--- src/rtl/if_fetch_if.sv ---
// Byte-serial read bus between the instruction-fetch stage and the memory controller.
// The fetch stage is the master: it holds mem_req/mem_addr until each byte is acked.
interface if_fetch_if;
   logic        mem_req;
   logic [31:0] mem_addr;
   logic        mem_ack;
   logic [7:0]  mem_data;

   modport master (output mem_req, mem_addr, input mem_ack, mem_data);
   modport slave  (input mem_req, mem_addr, output mem_ack, mem_data);
endinterface

--- src/rtl/if_fetch.sv ---
// Instruction-fetch stage: direct-mapped one-word-per-line I-cache in front of a
// byte-serial memory bus, delivering inst/inst_pc/inst_valid to the IF/ID boundary.
module if_fetch #(
   parameter int ICACHE_LINES = 64
) (
   input  logic        clk,
   input  logic        rst,
   input  logic [31:0] pc,
   input  logic        jump_flag,
   input  logic [4:0]  stall_signal,
   output logic        if_stall_req,
   if_fetch_if.master  mem,
   output logic [31:0] inst,
   output logic [31:0] inst_pc,
   output logic        inst_valid
);
   localparam int INDEX_BITS = $clog2(ICACHE_LINES);
   localparam int TAG_BITS   = 30 - INDEX_BITS;

   typedef enum logic {IDLE, FETCH} state_t;

   state_t                  state;
   logic [ICACHE_LINES-1:0] line_valid;
   logic [TAG_BITS-1:0]     line_tag  [ICACHE_LINES];
   logic [31:0]             line_data [ICACHE_LINES];

   logic [31:0]           fetch_pc;
   logic [1:0]            byte_cnt;
   logic [23:0]           byte_buf;
   logic                  req;
   logic [INDEX_BITS-1:0] index;
   logic [INDEX_BITS-1:0] fill_index;
   logic [TAG_BITS-1:0]   tag;
   logic                  hit;
   logic                  hold_out;
   logic                  fill_done;
   logic                  unused_inputs;

   assign index      = pc[INDEX_BITS+1:2];
   assign tag        = pc[31:INDEX_BITS+2];
   assign hit        = (state == IDLE) && line_valid[index] && (line_tag[index] == tag);
   assign hold_out   = stall_signal[1];
   assign fill_index = fetch_pc[INDEX_BITS+1:2];
   // The 4th ack completes the line even when a jump lands on the same edge.
   assign fill_done  = (state == FETCH) && mem.mem_ack && (byte_cnt == 2'd3);

   // hit is only ever true in IDLE, so this also covers the whole of FETCH.
   assign if_stall_req = !hit;
   assign mem.mem_req  = req;
   assign mem.mem_addr = fetch_pc + {30'd0, byte_cnt};

   assign unused_inputs = ^{pc[1:0], stall_signal[4:2], stall_signal[0]};

   // NOTE: sequential state uses non-blocking assignments so every register
   // samples pre-edge values regardless of statement order.
   always_ff @(posedge clk or posedge rst) begin
      if (rst) begin
         state      <= IDLE;
         line_valid <= '0;
         fetch_pc   <= '0;
         byte_cnt   <= '0;
         byte_buf   <= '0;
         req        <= 1'b0;
         inst       <= '0;
         inst_pc    <= '0;
         inst_valid <= 1'b0;
      end else begin
         if (fill_done) begin
            line_valid[fill_index] <= 1'b1;
         end

         if (jump_flag) begin
            state      <= IDLE;
            byte_cnt   <= '0;
            req        <= 1'b0;
            inst_valid <= 1'b0;
         end else begin
            case (state)
               IDLE: begin
                  if (!hit && !hold_out) begin
                     fetch_pc <= {pc[31:2], 2'b00};
                     byte_cnt <= '0;
                     req      <= 1'b1;
                     state    <= FETCH;
                  end
               end
               FETCH: begin
                  if (mem.mem_ack) begin
                     case (byte_cnt)
                        2'd0:    byte_buf[7:0]   <= mem.mem_data;
                        2'd1:    byte_buf[15:8]  <= mem.mem_data;
                        2'd2:    byte_buf[23:16] <= mem.mem_data;
                        default: ;
                     endcase
                     // Wraps to 0 on the last byte, leaving mem_addr back at fetch_pc.
                     byte_cnt <= byte_cnt + 2'd1;
                     if (byte_cnt == 2'd3) begin
                        req   <= 1'b0;
                        state <= IDLE;
                     end
                  end
               end
               default: state <= IDLE;
            endcase

            if (!hold_out) begin
               inst_valid <= hit;
               if (hit) begin
                  inst    <= line_data[index];
                  inst_pc <= pc;
               end
            end
         end
      end
   end

   // NOTE: tag/data arrays are deliberately not reset; line_valid alone
   // qualifies them, which keeps the arrays mappable onto plain RAM.
   always_ff @(posedge clk) begin
      if (fill_done) begin
         line_tag[fill_index]  <= fetch_pc[31:INDEX_BITS+2];
         line_data[fill_index] <= {mem.mem_data, byte_buf};
      end
   end
endmodule

--- src/flat_wrapper.sv ---
// flat-port wrapper written by rule: the top's interface ports become plain ports
module if_fetch_flat 
#(
   parameter int ICACHE_LINES = 64
)
  (clk, rst, pc, jump_flag, stall_signal, if_stall_req, inst, inst_pc, inst_valid, mem_mem_req, mem_mem_addr, mem_mem_ack, mem_mem_data);
  if_fetch_if mem_i ();
  input  logic clk;
  input  logic rst;
  input  logic [31:0] pc;
  input  logic jump_flag;
  input  logic [4:0] stall_signal;
  output logic if_stall_req;
  output logic [31:0] inst;
  output logic [31:0] inst_pc;
  output logic inst_valid;
  output wire logic [$bits(mem_i.mem_req)-1:0] mem_mem_req;
  output wire logic [$bits(mem_i.mem_addr)-1:0] mem_mem_addr;
  input wire logic [$bits(mem_i.mem_ack)-1:0] mem_mem_ack;
  input wire logic [$bits(mem_i.mem_data)-1:0] mem_mem_data;
  assign mem_mem_req = mem_i.mem_req;
  assign mem_mem_addr = mem_i.mem_addr;
  assign mem_i.mem_ack = mem_mem_ack;
  assign mem_i.mem_data = mem_mem_data;
  if_fetch #(.ICACHE_LINES(ICACHE_LINES)) u_core (.clk(clk), .rst(rst), .pc(pc), .jump_flag(jump_flag), .stall_signal(stall_signal), .if_stall_req(if_stall_req), .mem(mem_i), .inst(inst), .inst_pc(inst_pc), .inst_valid(inst_valid));
endmodule
--- config.mk ---
export PLATFORM = sky130hd
export DESIGN_NAME = if_fetch_flat
export DESIGN_NICKNAME = d
export VERILOG_FILES = /design/src/rtl/if_fetch_if.sv /design/src/rtl/if_fetch.sv /design/src/flat_wrapper.sv
export SDC_FILE = /design/constraint.sdc
export NUM_CORES = 2
export LEC_CHECK = 0
export BUFFER_PORTS_ARGS = -buffer_cell sky130_fd_sc_hd__buf_2
export CORE_MARGIN = 2
export CORE_UTILIZATION = 63
export DETAILED_ROUTE_END_ITERATION = 7
export PLACE_DENSITY = 0.8
export SLEW_MARGIN = 10
export SYNTH_ARGS = -nofsm -noshare
export SYNTH_HDL_FRONTEND = slang
export SYNTH_SLANG_ARGS = --single-unit
--- constraint.sdc ---
create_clock -name clk -period 7.4 [get_ports clk]
set_input_delay 1.48 -clock clk [delete_from_list [all_inputs] [get_ports clk]]
set_output_delay 1.48 -clock clk [all_outputs]
set_load 0.02 [all_outputs]
# Word-level counts from Yosys, hierarchy flattened
# Memory sizes are Yosys's and may differ from the RTL's. A register that Yosys moved wholly into a read port is not among the register bits.
# Index checks and enable logic that the tools add are counted.
[classes]
add_sub_neg = 2
n_lt_le_gt_ge = 3
n_eq_ne = 8
n_mux = 22
n_bitwise = 4
reduce_logical = 16
[ops]
columns = ["operator", "n"]
rows = [
  ["$or A64 B64 Y64", 1],
  ["$add A32 B2 Y32", 1],
  ["$eq A24 B24 Y1", 1],
  ["$lt A6 B7 Y1 const B", 2],
  ["$mux W1", 14],
  ["$reduce_and A4 Y1", 3],
  ["$ne A3 B3 Y1 const B", 3],
  ["$reduce_and A3 Y1", 3],
  ["$bmux W1 S6", 1],
  ["$demux W1 S6", 1],
  ["$ge A6 B1 Y1 const B", 1],
  ["$logic_and A1 B1 Y1", 6],
  ["$mux W2", 3],
  ["$eq A2 B2 Y1 const B", 2],
  ["$pmux W1 S2", 2],
  ["$pmux W2 S2", 1],
  ["$not A1 Y1", 3],
  ["$add A2 B1 Y2 const B", 1],
  ["$eq A2 B1 Y1 const B", 1],
  ["$logic_not A1 Y1", 2],
  ["$logic_not A2 Y1", 1],
  ["$ne A2 B2 Y1 const B", 1],
  ["$reduce_and A2 Y1", 1],
]
[word_totals]
ff_bits = 155
ramBits = 3584
inputBits = 49
out_inout_bits = 99
wordCells = 67
memories = 2
[memory_table]
columns = ["memory", "depth", "word_bits", "read_ports", "rd_ports_with_merged_regs", "wr", "line", "text"]
rows = [
  ["u_core.line_data", 64, 32, 1, 1, 1, "if_fetch.sv:25", "logic [31:0] line_data [ICACHE_LINES];"],
  ["u_core.line_tag", 64, 24, 1, 0, 1, "if_fetch.sv:24", "logic [TAG_BITS-1:0] line_tag [ICACHE_LINES];"],
]

# Longest topological paths before layout
[logic_depth]
word_depth = 9
ltp_mapped = 17
depth_no_buf = 10

# Least setup slack after synthesis
# No wires, ideal clock.
[synth_path]
path_type = "in2out"
startpoint = "input port pc[2]"
endpoint = "output port if_stall_req"
arrival_ns = 4.150
t_required_ns = 5.920
setup_slack_ns = 1.770
stages = 14
path_cell_list = "buf_6 buf_6 buf_6 buf_2 mux4_2 mux2_2 nand2_1 o21ai_1 nor4_2 xor2_1 nor2b_1 nand3_1 nor3_1 nand4_1"
[synth_between]
elab_chain_cells = 5
[synth_rtl]
columns = ["element", "line", "text"]
rows = [
  ["from (decl)", "flat_wrapper.sv:10", "input logic [31:0] pc;"],
  ["parallel branches: the longest is 3 deep, another holds $mem_v2 Z64 W24", "-", ""],
  ["$logic_and A1 B1 Y1 *", "if_fetch.sv:41", "assign hit = (state == IDLE) && line_valid[index] && (line_tag[index] == tag);"],
  ["$logic_not A1 Y1 *", "if_fetch.sv:48", "assign if_stall_req = !hit;"],
  ["to (decl)", "flat_wrapper.sv:13", "output logic if_stall_req;"],
]
# Mark *: on every way between the ends. The select of a mux whose other input is x is not followed.

# Worst setup path after layout
[layout_path]
startpoint = "input port pc[6]"
endpoint = "output port if_stall_req"
# Same word-level chain as after synthesis.

==> impl_metrics.py <==
metrics = {
    "timing": {
        "rsz0062_at_grt": "no",
        "period_needed_ns": 7.16,
        "slew_violations": 0,
        "fin_tns_setup_ns": 0,
        "worst_pin_slew_ns": 1.46,
        "skew_ns": 0.0810,
        "hold_viol": 0,
        "setup_viol": 0,
        "relSlewSlack": 0.0254,
        "fin_crit_sh": 0.968,
        "fmax_mhz": 140,
    },
    "drt": {
        "vias": 78000,
        "detail_route.vias_per_cell": 7.77,
        "wl_per_cell_um": 45.1,
        "ant_nets": 0,
        "dr.pass1.iters": 8,
        "drc": 7,
        "drt-initial-drc-count": 15700,
        "drt_wl_total_mm": 453,
    },
    "logic_synthesis": {
        "synth-seq-cells": 3771,
        "synth_warnings": 0,
        "synth_cell_type_count": 91,
        "syn_inst": 6254,
        "ys_async_sr_fraction": 0.0496,
        "syn_area_sq_um": 145000,
        "syn_area_per_cell_sq_um": 23.2,
        "synthesis.nets": 6307,
        "ys.flop_type": "edfxtp_1",
        "synth_edf_count": 3584,
        "ys_seq_area_frac": 0.773,
    },
    "flow_run": {
        "max_cap_violations": 0,
    },
    "pwr": {
        "vdd_ir_drop_max_v": 0.000377,
        "power_density_nw_per_um2": 283,
        "leakagePower_nw": 53.4,
        "p_total_w": 0.0462,
    },
    "final_layout": {
        "nets": 6766,
        "area_growth_pct": 12.3,
        "layout_commonest_cell": "edfxtp_1",
        "drive_gt1_frac": 0.320,
        "final_cell_mix": "edfxtp_1, mux4_2, clkbuf_16, buf_4, mux2i_1",
    },
    "placed_design": {
        "dpl.hpwl_mm": 217,
        "portBuffers": 143,
        "gp_congestion": 0.878,
    },
    "floorplan": {
        "start_util": 0.633,
        "ios": 148,
        "coreArea_sq_um": 230000,
        "die_y_um": 484,
        "die_area_sq_um": 234000,
        "fp.dieW_um": 484,
        "rows": 176,
    },
    "clock_network": {
        "insertion_delay_ns": 1.01,
        "postCtsHoldBufs": 0,
        "htreeDepth": 5,
        "ctsResizeCount": 0,
        "path_clk_slew_ns": 0.06,
        "cts_inserted_buffers": 372,
        "ctsLongestPathBuffers": 4,
        "cts_tree": "built",
        "cts_root_buf": "clkbuf_16",
        "cts_setup_buffers": 0,
        "cts.sinks": 3771,
    },
    "min_path": {
        "worstHoldPathType": "reg -> reg",
    },
    "global_route": {
        "grtUsageTotal": 0.387,
        "grt_antenna_before_repair": 14,
        "overflow": 0,
        "grt_pass1_wl_mm": 618,
        "grt_pass1_vias": 77400,
        "grt_max_degree": 164,
    },
    "critical_path": {
        "cp_slowest_cell": "nor2_1",
        "crit_path_max_incr_delay_ns": 1.09,
        "cp_cell_sequence": "buf_4 -> buf_4 -> nor2_1 -> nand2_1 -> o22ai_1 -> nor3_1 -> a21boi_0 -> o211a_1 -> nand4b_1 -> nor3_1 -> nand4_1 -> buf_2",
        "cp-start-kind": "input port",
        "arrival_ns": 5.68,
        "critPathKind": "in -> out",
        "critPathMaxFanout": 30,
        "cp-end-kind": "output port",
        "critPathRequiredTime_ns": 5.92,
    },
    "run_status": {
        "outcome": "finished, violations left",
        "violations": "design-rule violations",
    },
}
-- state kept, by name (all words and copies together) (netlist names), 2 cells and up --
| register | flops |
|---|---|
| u_core.byte_cnt | 2 |
| u_core.line_tag | 1536 |
| u_core.byte_buf | 24 |
| u_core.line_valid | 64 |
| u_core.inst_pc | 32 |
| u_core.fetch_pc | 30 |
| u_core.inst | 32 |
| u_core.line_data | 2048 |
-- layout make-up --
cell class / instances / area (sq um)
sequential: 3771 / 112000
clock buffer: 504 / 10300
multi-input combinational: 2142 / 31500
clock inverter: 161 / 1540
tap: 3026 / 3790
fill: 12100 / 66600
timing repair buffer: 413 / 3490
inverter: 13 / 65.1
antenna: 9 / 22.5
-- stage by stage --
step | hold slack, ns | setup slack (ns) | util | area [sq um] | cells
3_5_place_dp | 0.449 | 0.693 | 0.658 | 151000 | 9364
3_3_place_gp | 0.446 | 0.703 | 0.658 | 151000 | 9362
2_1_floorplan | 0.434 | 0.835 | - | 145000 | 6254
5_1_grt | 0.477 | 0.361 | 0.710 | 163000 | 10000
6_report | 0.465 | 0.236 | 0.710 | 163000 | 10000
4_1_cts | 0.466 | 0.603 | 0.710 | 163000 | 10000
-- cell usage after synthesis (27+ instances only) --
cell type / n / share of area
nand2_1: 112 / 0.0029
mux2i_1: 181 / 0.012
dfrtp_1: 187 / 0.032
buf_6: 39 / 0.0030
nand3_1: 33 / 0.0011
nor2_1: 105 / 0.0027
buf_2: 65 / 0.0022
mux2_2: 120 / 0.0093
buf_1: 70 / 0.0018
mux4_2: 949 / 0.15
or2_2: 72 / 0.0031
nor2b_1: 30 / 0.0013
a22oi_1: 76 / 0.0039
mux4_1: 27 / 0.0049
mux2_4: 50 / 0.0052
clkbuf_1: 102 / 0.0026
edfxtp_1: 3584 / 0.74
buf_4: 39 / 0.0020
-- layer usage --
| metal | track usage | up-vias | wire length, um |
|---|---|---|---|
| met2 | 0.598 | 8613 | 213000 |
| met5 | 0 | - | 71 |
| met3 | 0.118 | 1958 | 67800 |
| met4 | 0.231 | 10 | 33300 |
| met1 | 0.492 | 39900 | 139000 |
| li1 | - | 27600 | - |
-- kinds of logic (layout without fill, tap and decap cells) --
kind of cell               after synthesis  in the layout  synth area share
AOI/OAI and AO/OA                      295            295            0.0152
xor gates and xnor gates                14             14          0.000844
adders and majority gates                4              4          0.000345
buffers and inverters                  341           1091            0.0132
DFF                                   3771           3771             0.773
muxes                                 1327           1327             0.179
other                                    0              9                 0
and+or+nand+nor                        502            502            0.0184
-- worst max-delay path, delay by kind of cell --
family | cells | cell delay [ns]
compound gates | 3 | 0.90
simple gates | 6 | 2.32
buf+inv | 3 | 0.92
-- worst paths after layout --
kind,end,cells after the start,slack [ns],start
hold / removal,u_core.line_valid[19],1,0.47,u_core.line_valid[19]
setup reg to reg,u_core.fetch_pc[25],11,2.49,u_core.line_tag[42][17]
min in group asynchronous,u_core.inst_pc[0],2,0.54,rst
setup / recovery,if_stall_req,12,0.24,pc[6]
max in group asynchronous,u_core.fetch_pc[30],3,5.48,rst
hold reg to reg,u_core.line_valid[19],1,0.47,u_core.line_valid[19]
-- report_power, final --
group          leakage (nW)  internal, W  total (W)  switching [W]
combinational          12.4     0.000853    0.00271        0.00186
sequential             35.2       0.0243     0.0246       0.000316
clock                  5.82       0.0108     0.0189        0.00814
Note: power is estimated with default switching activity, not from simulation.
